**src/rtl/ps2_spectrum_keymatrix.sv**
```systemverilog
// ps2_spectrum_keymatrix
//   Turns PS/2 set-2 scan bytes into the ZX Spectrum 8x5 key matrix and answers
//   ULA port-FE reads.
// Ports:
//   clk        system clock
//   reset_n    asynchronous active-low reset
//   scan_valid one-clk strobe, new byte on scan_code
//   scan_code  received PS/2 byte
//   row_sel    active-low row selects (bit r = A[8+r])
//   cols       active-low column data, registered; bit0 = outermost key
module ps2_spectrum_keymatrix #(
  parameter int PREFIX_TIMEOUT = 56000,
  parameter int TIMEOUT_BITS   = 16
) (
  input  logic       clk,
  input  logic       reset_n,
  input  logic       scan_valid,
  input  logic [7:0] scan_code,
  input  logic [7:0] row_sel,
  output logic [4:0] cols
);

  typedef enum logic [2:0] {S_IDLE, S_EXT, S_REL, S_EXTREL, S_SKIP} state_t;
  typedef enum logic [2:0] {K_NONE, K_DIR, K_LSH, K_RSH, K_LCT, K_RCT, K_CMP} kind_t;
  typedef struct packed {
    kind_t      kind;
    logic [5:0] idx;   // row*5+col for K_DIR, composite number for K_CMP
  } key_t;

  // {ext, code} -> matrix target. Shift/Ctrl keep their own bits so that two
  // physical keys (or a composite) on the same matrix position stay independent.
  function automatic key_t decode(input logic ext, input logic [7:0] code);
    key_t k;
    k.kind = K_DIR;
    k.idx  = '0;
    case ({ext, code})
      9'h012: k.kind = K_LSH;
      9'h059: k.kind = K_RSH;
      9'h01A: k.idx = 6'd1;   9'h022: k.idx = 6'd2;   9'h021: k.idx = 6'd3;   9'h02A: k.idx = 6'd4;
      9'h01C: k.idx = 6'd5;   9'h01B: k.idx = 6'd6;   9'h023: k.idx = 6'd7;   9'h02B: k.idx = 6'd8;
      9'h034: k.idx = 6'd9;
      9'h015: k.idx = 6'd10;  9'h01D: k.idx = 6'd11;  9'h024: k.idx = 6'd12;  9'h02D: k.idx = 6'd13;
      9'h02C: k.idx = 6'd14;
      9'h016: k.idx = 6'd15;  9'h01E: k.idx = 6'd16;  9'h026: k.idx = 6'd17;  9'h025: k.idx = 6'd18;
      9'h02E: k.idx = 6'd19;
      9'h045: k.idx = 6'd20;  9'h046: k.idx = 6'd21;  9'h03E: k.idx = 6'd22;  9'h03D: k.idx = 6'd23;
      9'h036: k.idx = 6'd24;
      9'h04D: k.idx = 6'd25;  9'h044: k.idx = 6'd26;  9'h043: k.idx = 6'd27;  9'h03C: k.idx = 6'd28;
      9'h035: k.idx = 6'd29;
      9'h05A, 9'h15A: k.idx = 6'd30;
      9'h04B: k.idx = 6'd31;  9'h042: k.idx = 6'd32;  9'h03B: k.idx = 6'd33;  9'h033: k.idx = 6'd34;
      9'h029: k.idx = 6'd35;
      9'h014: k.kind = K_LCT;
      9'h114: k.kind = K_RCT;
      9'h03A: k.idx = 6'd37;  9'h031: k.idx = 6'd38;  9'h032: k.idx = 6'd39;
      9'h066: begin k.kind = K_CMP; k.idx = 6'd0; end  // Bksp  = CS+0
      9'h16B: begin k.kind = K_CMP; k.idx = 6'd1; end  // left  = CS+5
      9'h172: begin k.kind = K_CMP; k.idx = 6'd2; end  // down  = CS+6
      9'h175: begin k.kind = K_CMP; k.idx = 6'd3; end  // up    = CS+7
      9'h174: begin k.kind = K_CMP; k.idx = 6'd4; end  // right = CS+8
      default: k.kind = K_NONE;
    endcase
    return k;
  endfunction

  state_t                  state_q, state_d;
  logic [2:0]              skip_q, skip_d;
  logic [TIMEOUT_BITS-1:0] wd_q;
  logic                    wd_expired;
  logic                    do_make, do_brk, do_clr, ext;
  key_t                    key;

  logic [39:0]             dir_q;  // bits 0 (CS) and 36 (SS) are derived, never set directly
  logic [3:0]              mod_q;  // {rctrl, lctrl, rshift, lshift}
  logic [4:0]              cmp_q;
  logic [7:0][4:0]         pressed;
  logic [4:0]              hit;
  logic [4:0]              cols_q;

  assign wd_expired = (state_q != S_IDLE) && (wd_q == TIMEOUT_BITS'(PREFIX_TIMEOUT - 1));
  assign key        = decode(ext, scan_code);

  always_ff @(posedge clk or negedge reset_n) begin
    if (!reset_n) begin
      state_q <= S_IDLE;
      skip_q  <= '0;
    end else begin
      state_q <= state_d;
      skip_q  <= skip_d;
    end
  end

  // A byte on the expiry cycle wins: it is decoded in the old state.
  always_comb begin
    state_d = state_q;
    skip_d  = skip_q;
    do_make = 1'b0;
    do_brk  = 1'b0;
    do_clr  = 1'b0;
    ext     = 1'b0;
    if (scan_valid) begin
      if (scan_code == 8'h00 || scan_code == 8'hFF) begin
        do_clr  = 1'b1;
        state_d = S_IDLE;
      end else begin
        case (state_q)
          S_IDLE: begin
            if (scan_code == 8'hE0)      state_d = S_EXT;
            else if (scan_code == 8'hF0) state_d = S_REL;
            else if (scan_code == 8'hE1) begin
              state_d = S_SKIP;
              skip_d  = 3'd7;
            end else do_make = 1'b1;
          end
          S_EXT: begin
            ext = 1'b1;
            if (scan_code == 8'hF0) state_d = S_EXTREL;
            else if (scan_code != 8'hE0 && scan_code != 8'hE1) begin
              do_make = 1'b1;
              state_d = S_IDLE;
            end
          end
          S_REL: begin
            if (scan_code != 8'hE0 && scan_code != 8'hE1) begin
              do_brk  = 1'b1;
              state_d = S_IDLE;
            end
          end
          S_EXTREL: begin
            ext     = 1'b1;
            do_brk  = 1'b1;
            state_d = S_IDLE;
          end
          S_SKIP: begin
            skip_d = skip_q - 3'd1;
            if (skip_q == 3'd1) state_d = S_IDLE;
          end
          default: state_d = S_IDLE;
        endcase
      end
    end else if (wd_expired) begin
      state_d = S_IDLE;
    end
  end

  always_ff @(posedge clk or negedge reset_n) begin
    if (!reset_n)                            wd_q <= '0;
    else if (scan_valid || state_q == S_IDLE) wd_q <= '0;
    else if (wd_expired)                      wd_q <= '0;
    else                                      wd_q <= wd_q + 1'b1;
  end

  always_ff @(posedge clk or negedge reset_n) begin
    if (!reset_n) begin
      dir_q <= '0;
      mod_q <= '0;
      cmp_q <= '0;
    end else if (do_clr) begin
      dir_q <= '0;
      mod_q <= '0;
      cmp_q <= '0;
    end else if (do_make || do_brk) begin
      case (key.kind)
        K_DIR:   dir_q[key.idx]      <= do_make;
        K_LSH:   mod_q[0]            <= do_make;
        K_RSH:   mod_q[1]            <= do_make;
        K_LCT:   mod_q[2]            <= do_make;
        K_RCT:   mod_q[3]            <= do_make;
        K_CMP:   cmp_q[key.idx[2:0]] <= do_make;
        default: ;
      endcase
    end
  end

  always_comb begin
    pressed        = dir_q;
    pressed[0][0]  = (|mod_q[1:0]) | (|cmp_q);
    pressed[7][1]  = |mod_q[3:2];
    pressed[4][0] |= cmp_q[0];
    pressed[3][4] |= cmp_q[1];
    pressed[4][4] |= cmp_q[2];
    pressed[4][3] |= cmp_q[3];
    pressed[4][2] |= cmp_q[4];
  end

  always_comb begin
    hit = '0;
    for (int r = 0; r < 8; r++)
      if (!row_sel[r]) hit |= pressed[r];
  end

  always_ff @(posedge clk or negedge reset_n) begin
    if (!reset_n) cols_q <= 5'b11111;
    else          cols_q <= ~hit;
  end

  assign cols = cols_q;

endmodule

```
**config.mk**
```make
export PLATFORM = sky130hd
export DESIGN_NAME = ps2_spectrum_keymatrix
export DESIGN_NICKNAME = d
export VERILOG_FILES = /design/src/rtl/ps2_spectrum_keymatrix.sv
export SDC_FILE = /design/constraint.sdc
export NUM_CORES = 1
export LEC_CHECK = 0
export CAP_MARGIN = 20
export CORE_ASPECT_RATIO = 1.5
export CORE_MARGIN = 1.5
export CORE_UTILIZATION = 55
export CTS_BUF_LIST = sky130_fd_sc_hd__clkbuf_4 sky130_fd_sc_hd__clkbuf_8
export DETAILED_ROUTE_END_ITERATION = 6
export PLACE_DENSITY = 0.74
export SLEW_MARGIN = 20
export SYNTH_ARGS = -nofsm -noshare
export SYNTH_HDL_FRONTEND = slang
export SYNTH_SLANG_ARGS = --single-unit
export TNS_END_PERCENT = 100
```
**constraint.sdc**
```tcl
create_clock -name clk -period 2.45 [get_ports clk]
set_input_delay 0.735 -clock clk [delete_from_list [all_inputs] [get_ports clk]]
set_output_delay 0.735 -clock clk [all_outputs]
set_load 0.05 [all_outputs]
```
; Yosys cells after proc, flatten, opt, wreduce, memory -nomap -nowiden
; Cells that the tools add are included.
; Widths: inputs -> output; s select.
[word_totals]
out_inout_bits = 5
regBits = 76
input_bits = 19
elab_cells = 200
[classes]
reduce_logical = 38
magnitude_cmp = 4
n_addsub = 2
eq_ne = 71
mux = 60
bitwise_logic = 15
[ops]
columns = operator, n
row1 = $pmux 6 s38, 1
row2 = $eq 9x6->1 const B, 23
row3 = $mux 40, 3
row4 = $eq 9x7->1 const B, 10
row5 = $eq 9x5->1 const B, 9
row6 = $mux 5, 11
row7 = $eq 9x9->1 const B, 6
row8 = $bwmux 40, 1
row9 = $reduce_or 39->1, 1
row10 = $mux 3, 12
row11 = $or 5x5->5, 7
row12 = $eq 8x8->1 const B, 4
row13 = $mux 16, 2
row14 = $mux 1, 20
row15 = $pmux 3 s6, 1
row16 = $reduce_bool 2->1, 9
row17 = $add 16x1->16 const B, 1
row18 = $eq 16x16->1 const B, 1
row19 = $ne 8x8->1 const B, 2
row20 = $reduce_or 2->1, 8
row21 = $eq 3x2->1 const B, 4
row22 = $eq 3x3->1 const B, 4
row23 = $pmux 3 s4, 1
row24 = $reduce_and 2->1, 6
row25 = 26 further kinds, 43

; Longest topological paths before layout
; Gate-level depths: netlist (run 1).
[depth]
ltp_word = 18
mapped_depth = 11
mapped_depth_nobuf = 8

; Least setup slack after synthesis (run 1)
; Ideal clock, no wire load.
[synth_path]
kind = input-to-reg
startpoint = input port scan_code[5]
endpoint = register dir_q[12]
setup_time_ps = 124
path_buffers = 2
required_ps = 2326
slack_ps = -387
cell_stages = 9
arrival_ps = 2714
cell_sequence = buf_2 buf_1 xor2_1 a32oi_2 nand3_2 o32ai_4 nand3_4 o311a_1 a211o_1
[synth_between]
elab_chain_cells = 15
elab_cells_between_ends = 95
classes_between = order compare: 2 / eq/ne: 55 / mux: 23 / reduce/logical: 15
[synth_rtl]
columns = element, line
row1 = start: declaration, 18  ; input logic [7:0] scan_code,
row2 = $eq 8x8->1 or $logic_not 8->1 (tied branches), 102  ; if (scan_code == 8'h00 || scan_code == 8'hFF) begin
row3 = $logic_or 1x1->1, 102
row4 = $mux 1, 102
row5 = $mux 1, 101  ; if (scan_valid) begin
row6 = $eq 9x9->1 (tied with other cells), 36  ; case ({ext, code})
row7 = $reduce_or 2->1 (no line), --
row8 = $pmux 6 s38, 36
row9 = $lt 6x7->1 (not written as such) or $ge 6x1->1 (tied branches), 164  ; K_DIR: dir_q[key.idx] <= do_make;
row10 = $logic_and 1x1->1 (not written as such), 164
row11 = $mux 1 (not written as such), 164
row12 = $demux 1 s6, 164
row13 = $bwmux 40, 164
row14 = $mux 40, 163  ; case (key.kind)
row15 = $mux 40, 162  ; end else if (do_make || do_brk) begin
row16 = $mux 40, 158  ; end else if (do_clr) begin
row17 = end signal: indexed assignment, 164
row18 = end: declaration, 73  ; logic [39:0] dir_q;
; Several ways; a longest one is shown, not always the timed one. The select of a mux whose other input is x is not followed.
; A chain may end at the register's enable or synchronous reset.

; Worst setup path in the final report (run 1)
[layout_path]
startpoint = input port scan_code[6]
endpoint = register dir_q[38]
; The elaborated chain is that of the path after synthesis.

==> impl_summary.md, run 1 <==
Routing
In the routed design, unresolved DRC markers number 0. The via total after detailed routing is 5,821. In the routed layout, each cell is associated on average with a via count of 7.12. The aggregate routed wire length is 20.9 mm.

The number of nets with antenna violations after routing is 0. The length of the first detailed-routing pass in iterations is 7. After detailed routing, the average wire length per cell comes to 25.5 um. The detailed router finished its first iteration with 797 violations.

GRT
Across every metal layer, demand over resource in global routing totals 42.0%. The number of global-route vias before repair was 5,670. Summed over all layers, the global routing overflow is 0. The number of antenna violations at the first check in global routing is 0. The global routing stage identified its most utilized layer as met2.

The global-route wire length before repair is 30.2 mm. Entering global routing, the biggest net connects 32 pins. In the global route stage, met2 resource usage came out at 66.7%. Global routing used 44.4% of the available met1 tracks. Global routing used 13.5% of the available met3 tracks.

Setup path
The critical path starts at scan_code[6]. The last element of the critical path is dir_q[38]. The nature of the critical path endpoint is a register. The origin of the critical flop-to-flop path is state_q[2]. The critical path class is in2reg. In this run the register-to-register setup slack is 0.34 ns. The terminus of the critical flop-to-flop path is dir_q[38]. The category of the worst setup path launch point is a primary input.

The required time of the critical path is 2.70 ns. Along the worst path, the maximum fanout reaches 10. The worst reg2reg path depth is 9. The critical path data arrival time is 3.08 ns.

Floorplanning
The total core area is 8830 sq um. The die height is 120 um. The floorplan has 42 rows.

The top-level port count is 24. Once the floorplan was initialized, standard cells occupied 56.4% of the core. The total die area is 9650 sq um.

From left edge to right edge, the die measures 80.7 um.

Final layout
The layout has 446 filler cells. The area of all sequential standard cells is 1860 sq um. The count of placed standard cells in the final layout, fillers left out is 817. After the last flow step, the layout net total stands at 724.

The area of the multi-input gates is 3260 sq um. The count of antenna diodes in the layout is 0. The signed area change from the synthesized netlist to the final layout is 48.9%. The post-layout utilization of the core is 84.0%.

The fraction of layout cells with a size suffix above 1 is 42.9%.

STA
The slew at the pin closest to its max-slew limit is 0.619 ns. The setup slack of the critical path after layout is -0.379 ns. The max-slew violation count was 0. The clock period minus worst slack is 2.83 ns.

The count of endpoints failing hold in the final timing report is 0. The total setup violations reported at the end of the flow is 43. The worst hold margin is 0.281 ns. The relative slew slack is 58.4%. Setup repair after global routing could not meet its margin everywhere.

The final worst clock skew is 0.0139 ns. The maximum achievable frequency is 0.353 GHz. In the finished design, the share of the clock period the worst path needs comes to 115%.

Status
The checks that failed: setup timing. The run finished, with violations left.

Synthesis
The proportion of register bits with asynchronous set or reset after synthesis is 100%. In the synthesized netlist the dominant register cell turns out to be dfrtp_1. The number of flops mapped to enable cells by yosys is 0.

The synthesized design contains 74 register bits. For this run, the register share of the synthesized area comes to 37.3%. The library cell occupying the most area in the post-synthesis netlist is dfrtp_1. The Yosys step of the flow raised 0 warnings. The commonest cells after synthesis are dfrtp_1 (69), nor2_1 (55), nand3_1 (50). The number of different library cells used by synthesis comes to 87. The share of the synthesized area in the top cell type is 34.7%. After synthesis, the cell types taking the most area are dfrtp_1 (35%), a32o_1 (6.4%), nand3_1 (5.0%), nor2_1 (4.1%), dfstp_2 (2.6%). The number of nets produced by synthesis is 555. The mean instance size in the synthesized netlist is 9.35 sq um. The synthesized cell area is 4980 sq um. The most numerous cell in the Yosys netlist is dfrtp_1. The number of instances in the synthesized netlist is 533.

CTS
The number of clock buffers inserted by TritonCTS is 9. Clock-pin slew was measured on the worst setup and hold paths at 0.08 ns. The H-tree was split into 3 levels. The count of hold-fix buffers inserted at cts is 0.

Counting along the longest clock path gives a buffer depth of 2. The CTS tree is built. The root buffer selected by CTS is clkbuf_8. The tree built by TritonCTS fans out to 74 sinks. The later-pin clock latency in the skew report is 0.37 ns.

Power
The leakage power of the design is 3.21 nW. In this run, flip-flops and latches consume 40.5% of the power. The internal portion of the total power is 2.23 mW. The share of total power dissipated in combinational logic is 30.2%.

The share of power burned in the clock network is 29.3%. For this design the ratio of total power to cell area is 453 nW/um^2. The analysis attributes to net switching a power of 1.13 mW. The net switching fraction of the power is 33.7%.

IR analysis of the VDD net gives a maximum drop of 0.000552 V.

Placement
The post-placement cell count is 736. The pre-CTS setup slack is -1.10 ns. The global placement routability congestion is 0.984.

The quantity of I/O buffers inserted on ports is 23. Detailed placement finished with a half-perimeter wire length of 11.9 mm.

Min path
The path type of the worst min-delay path is in2async.

Flow run
The count of max-cap constraint violations is 0.
cells in the final DEF, fill, tap and decap left out, types with 6 or more instances in the layout:
| cell | instances |
|---|---|
| inv_1 | 19 |
| nand4_1 | 13 |
| a32o_1 | 30 |
| and3_1 | 6 |
| buf_8 | 6 |
| nor2b_1 | 6 |
| a211o_1 | 7 |
| xor2_1 | 11 |
| nand2_1 | 22 |
| a221oi_1 | 6 |
| buf_12 | 11 |
| a21oi_1 | 12 |
| nor2_2 | 6 |
| clkdlybuf4s50_1 | 11 |
| nor2_1 | 47 |
| nor3_4 | 6 |
| nand3_1 | 47 |
| clkbuf_8 | 9 |
| buf_4 | 133 |
| buf_6 | 34 |
| o21ai_0 | 11 |
| dfrtp_1 | 69 |
area by class of cell:
class / instances / area share (%)
multi-input combinational: 394 / 44.0
timing repair buffer: 203 / 25.4
sequential: 74 / 25.0
tap: 110 / 1.85
clock buffer: 10 / 1.77
inverter: 20 / 1.05
clock inverter: 6 / 0.877
critical path: stages:
cell	delay, ns
buf_4	0.16
buf_4	0.17
and4bb_2	0.27
buf_4	0.17
o21ai_2	0.13
nand3_1	0.22
o32a_4	0.43
buf_4	0.17
nand4_1	0.16
buf_4	0.14
nor2_2	0.03
a211o_1	0.27
cell families (layout without fill, tap and decap cells):
family,after synthesis,in the layout,share of synthesized area [%]
AOI/OAI and AO/OA,143,143,24.1
xor gates and xnor gates,16,16,2.81
muxes,4,4,0.804
DFF,74,74,37.3
and+or+nand+nor,228,228,27.2
buffers and inverters,65,239,7.08
adders and majority gates,3,3,0.753
metrics by stage:
stage                     instance area [sq um]  total power, mW  setup TNS [ns]
after floorplan                            5030             1.80           -9.13
after global placement                     6050             2.11          -47.44
after detailed placement                   6050             2.14          -49.06
after CTS                                  6910             3.20           -7.96
after global routing                       7420             3.47          -13.12
final                                      7420             3.36          -10.50
flip-flops by register name, summed over array words and instances, names as in the netlist:
register	cells
cols	5
mod_q	4
wd_q	16
cmp_q	5
skip_q	3
dir_q	38
state_q	3
worst min-delay path by stage:
| stage | start | endpoint | slack (ns) | cells after the start |
|---|---|---|---|---|
| 6_report | reset_n | dir_q[34] | 0.28 | 1 |
| 5_1_grt | reset_n | dir_q[34] | 0.30 | 1 |
| 4_1_cts | reset_n | dir_q[34] | 0.29 | 1 |
| 3_5_place_dp | mod_q[2] | mod_q[2] | 0.49 | 2 |
| 3_3_place_gp | mod_q[2] | mod_q[2] | 0.49 | 2 |
| 2_1_floorplan | reset_n | cmp_q[0] | 0.44 | 0 |
power by group through the flow:
stage                     Sequential, mW  Combinational [mW]  Clock (mW)
after floorplan                     1.39               0.410           0
after global placement              1.37               0.739           0
after detailed placement            1.38               0.758           0
after CTS                           1.36               0.866       0.978
after global routing                1.37                1.07        1.03
final                               1.36                1.01       0.985
what timing repair did:
action                                  CTS  global route
pin swaps                                55            35
endpoints found under the setup margin   51            50
buffers inserted                         38            29
gates cloned                              4             1
endpoints found under the hold margin     0             0
gates resized for setup                 126            71
layer usage:
| metal | share of wire, % | vias to the layer above |
|---|---|---|
| met5 | 0 | - |
| met1 | 33 | 2777 |
| met4 | 11 | 0 |
| met3 | 9.3 | 190 |
| li1 | - | 2387 |
| met2 | 47 | 467 |
Note: power is estimated with default switching activity, not from simulation.
==> run 2: changes to the inputs <==
CELL_PAD_IN_SITES_DETAIL_PLACEMENT = 1   (was not set)
CELL_PAD_IN_SITES_GLOBAL_PLACEMENT = 2   (was not set)
CORE_UTILIZATION = 40   (was 55)
PLACE_DENSITY = not set   (was 0.74)
PLACE_DENSITY_LB_ADDON = 0.1   (was not set)
==> run 2 against run 1 <==
Compared with the run above:
- the flow still finishes with violations (setup timing)
- critical endpoint is now dir_q[3]
- fmax up 6.5%
- largest cell class unchanged
- sequential share of layout area up 0.28 points
- sequential power is essentially flat
- final area decreased by 1.1%
- highest routed layer unchanged
- die area is 36% higher
- via count is 9.3% lower
- first-iteration DRC count is 73% lower
- clock skew fell by 0.0012 ns
==> impl_summary.md, run 2 (synthesized netlist as in run 1, its figures left out) <==
Status
The run finished, with violations left. The final reports fail on setup timing.

Placement
Routability-driven placement finished with a final weighted congestion of 0.943. The post-detailed-placement half-perimeter wirelength is 13.8 mm. During placement, the flow inserted port buffers numbering 23. The post-placement cell count is 788.

After detailed placement, the total cell area comes to 6170 sq um.

Floorplanning
The die height is 140 um. The chip width is 94.1 um. The total die area is 13,100 sq um. The total core area is 12,100 sq um. The effective utilization at floorplan is 41.3%. 24 I/O pins were placed. In this run the core area contains 49 standard-cell rows.

Setup path
The required time of the critical path is 2.70 ns. The nature of the critical path endpoint is a register. The critical path class is in2reg. At the worst endpoint, the arrival time is 2.90 ns.

Of all nets on the critical path, the largest fanout is 5. Counting cells, the worst reg-to-reg path comes to 7. STA classifies the critical path startpoint as a primary input.

GRT
The global-route congestion overflow total is 0. The number of antenna violations at the first check in global routing is 0. The number of global-route vias before repair came to 5,590. Entering global routing, the biggest net connects 45 pins. The global-route wire length before repair is 30.8 mm. The global-route total usage across every layer is 30.9%.

Final layout
The fraction of layout cells with a size suffix above 1 is 40.9%. Leaving out filler cells and counting taps, the final layout contains 852. The number of flip-flops under the largest register name is 38. The count of antenna diodes in the layout is 0. The signed area change from the synthesized netlist to the final layout is 47.3%.

After filler insertion, the fill cell instance count of the layout stands at 1,330. The top cell types in the final layout, fill and taps aside, are buf_4 (129), dfrtp_1 (69), nand3_1 (48). In the final design database the tool counted 716 nets. Measured on the finished design, the core utilization comes to 60.7%. Ranked by flip-flop count, first place goes to dir_q. The cell area after layout is 7340 sq um. The largest registers in the layout are dir_q x38, wd_q x16. The most common cell after layout, fill and taps aside is buf_4.

STA
Timing would allow up to 0.376 GHz. The max-slew violation count is 0. Measured against its own limit, the worst slew margin works out to 61.1%. Dividing the final minimum period by the clock period gives 108%. The count of endpoints failing hold in the final timing report came to 0. At the pin with the least slew margin, the transition time is 0.584 ns. The setup slack of the critical path after layout is -0.206 ns. Setup violations remaining at the end of the flow were counted as 42. Setup repair after global routing could not meet its margin everywhere. After routing, the total negative slack on setup checks comes to -6.16 ns.

The clock period minus worst slack is 2.66 ns. Across the routed clock network, the largest skew measured is 0.0126 ns.

Routing
The routed design has 20.1 mm of wire. The via total after detailed routing is 5,282. The number of vias per cell is 6.20. The detail route stage leaves a number of antenna-violating nets equal to 0. The number of design rule violations left after detail routing is 0. In this run, the number of DRC markers left after iteration 0 of detailed routing was 215. Before antenna repair, the detailed router went through 5 iterations. The routed length per placed instance is 23.6 um.

Min path
The path class of the tightest hold or removal check is in2async.

Power
Summed over all cells, the static leakage comes to 3.17 nW. The power per unit of standard cell area is 458 nW/um^2. The worst supply voltage drop on vdd is 0.000280 V. The overall power is 3.36 mW.

CTS
Counting along the longest clock path gives a buffer depth of 2. CTS placed an instance of clkbuf_8 at the clock tree root. The later-pin clock latency in the skew report is 0.37 ns. The CTS tree is built.

The number of sinks on the clock net is 74. The number of clock buffers inserted by TritonCTS is 9. The H-tree generated during clock tree synthesis spans 3 levels.

After clock tree synthesis, the clock-pin slew on the worst setup and hold paths is 0.09 ns.

Flow run
The count of max-cap constraint violations is 0.
run 2: changes by cell type in the layout (fill, tap and decap cells not counted), moves of 3 or more:
cell | before | now
buf_12 | 11 | 8
buf_4 | 133 | 129
nor2_2 | 6 | 10
buf_2 | 4 | 1
nor2_1 | 47 | 44
o21ai_0 | 11 | 14
run 2: worst paths after layout:
check,end,from,slack (ns)
setup / recovery,dir_q[3],scan_code[7],-0.21
hold / removal,dir_q[21],reset_n,0.36
setup reg to reg,state_q[2],wd_q[13],0.34
hold reg to reg,mod_q[3],mod_q[3],0.52
max in group asynchronous,dir_q[17],reset_n,1.38
min in group clk,mod_q[3],mod_q[3],0.52
run 2: cell type report:
class,instances,area [sq um],area share [%]
Clock buffer,9,124,1.69
Clock inverter,7,83.8,1.14
Inverter,20,75.1,1.02
Multi-Input combinational cell,394,3200,43.6
Sequential cell,74,1860,25.3
Tap cell,153,191,2.61
Timing Repair Buffer,195,1810,24.6
run 2: worst max-delay path: stages:
cell	delay, ns
buf_8	0.11
buf_6	0.12
or4b_4	0.58
o221ai_2	0.23
buf_4	0.17
and3b_1	0.21
o211a_1	0.25
buf_4	0.14
nor3b_1	0.13
a211o_1	0.23
run 2: where the power goes:
group	internal, mW	total (mW)	switching [mW]
Combinational	0.421	0.959	0.539
Clock	0.490	1.04	0.546
Sequential	1.30	1.36	0.0635
run 2: stage by stage:
step	hold slack [ns]	worst slack, ns
after CTS	0.369	-0.170
after global placement	0.492	-1.14
final	0.359	-0.206
after global routing	0.382	-0.244
after floorplan	0.439	-0.357
after detailed placement	0.506	-1.21
run 2: routing by layer:
metal  GRT usage (%)  share of wire (%)  routed length, um
met4            14.8                5.3               1070
met1            34.5                 38               7590
met2            56.6                 54              10800
met3            3.77                3.0                612
met5               0                  0                  0
run 2: timing repair:
| action | 4_1_cts | 5_1_grt |
|---|---|---|
| hold endpoints to repair | 0 | 0 |
| hold buffers | 0 | 0 |
| pin swaps | 46 | 32 |
| resized for setup | 129 | 44 |
| endpoints found under the setup margin | 52 | 50 |
| cloned | 3 | 0 |
| setup buffers | 32 | 14 |
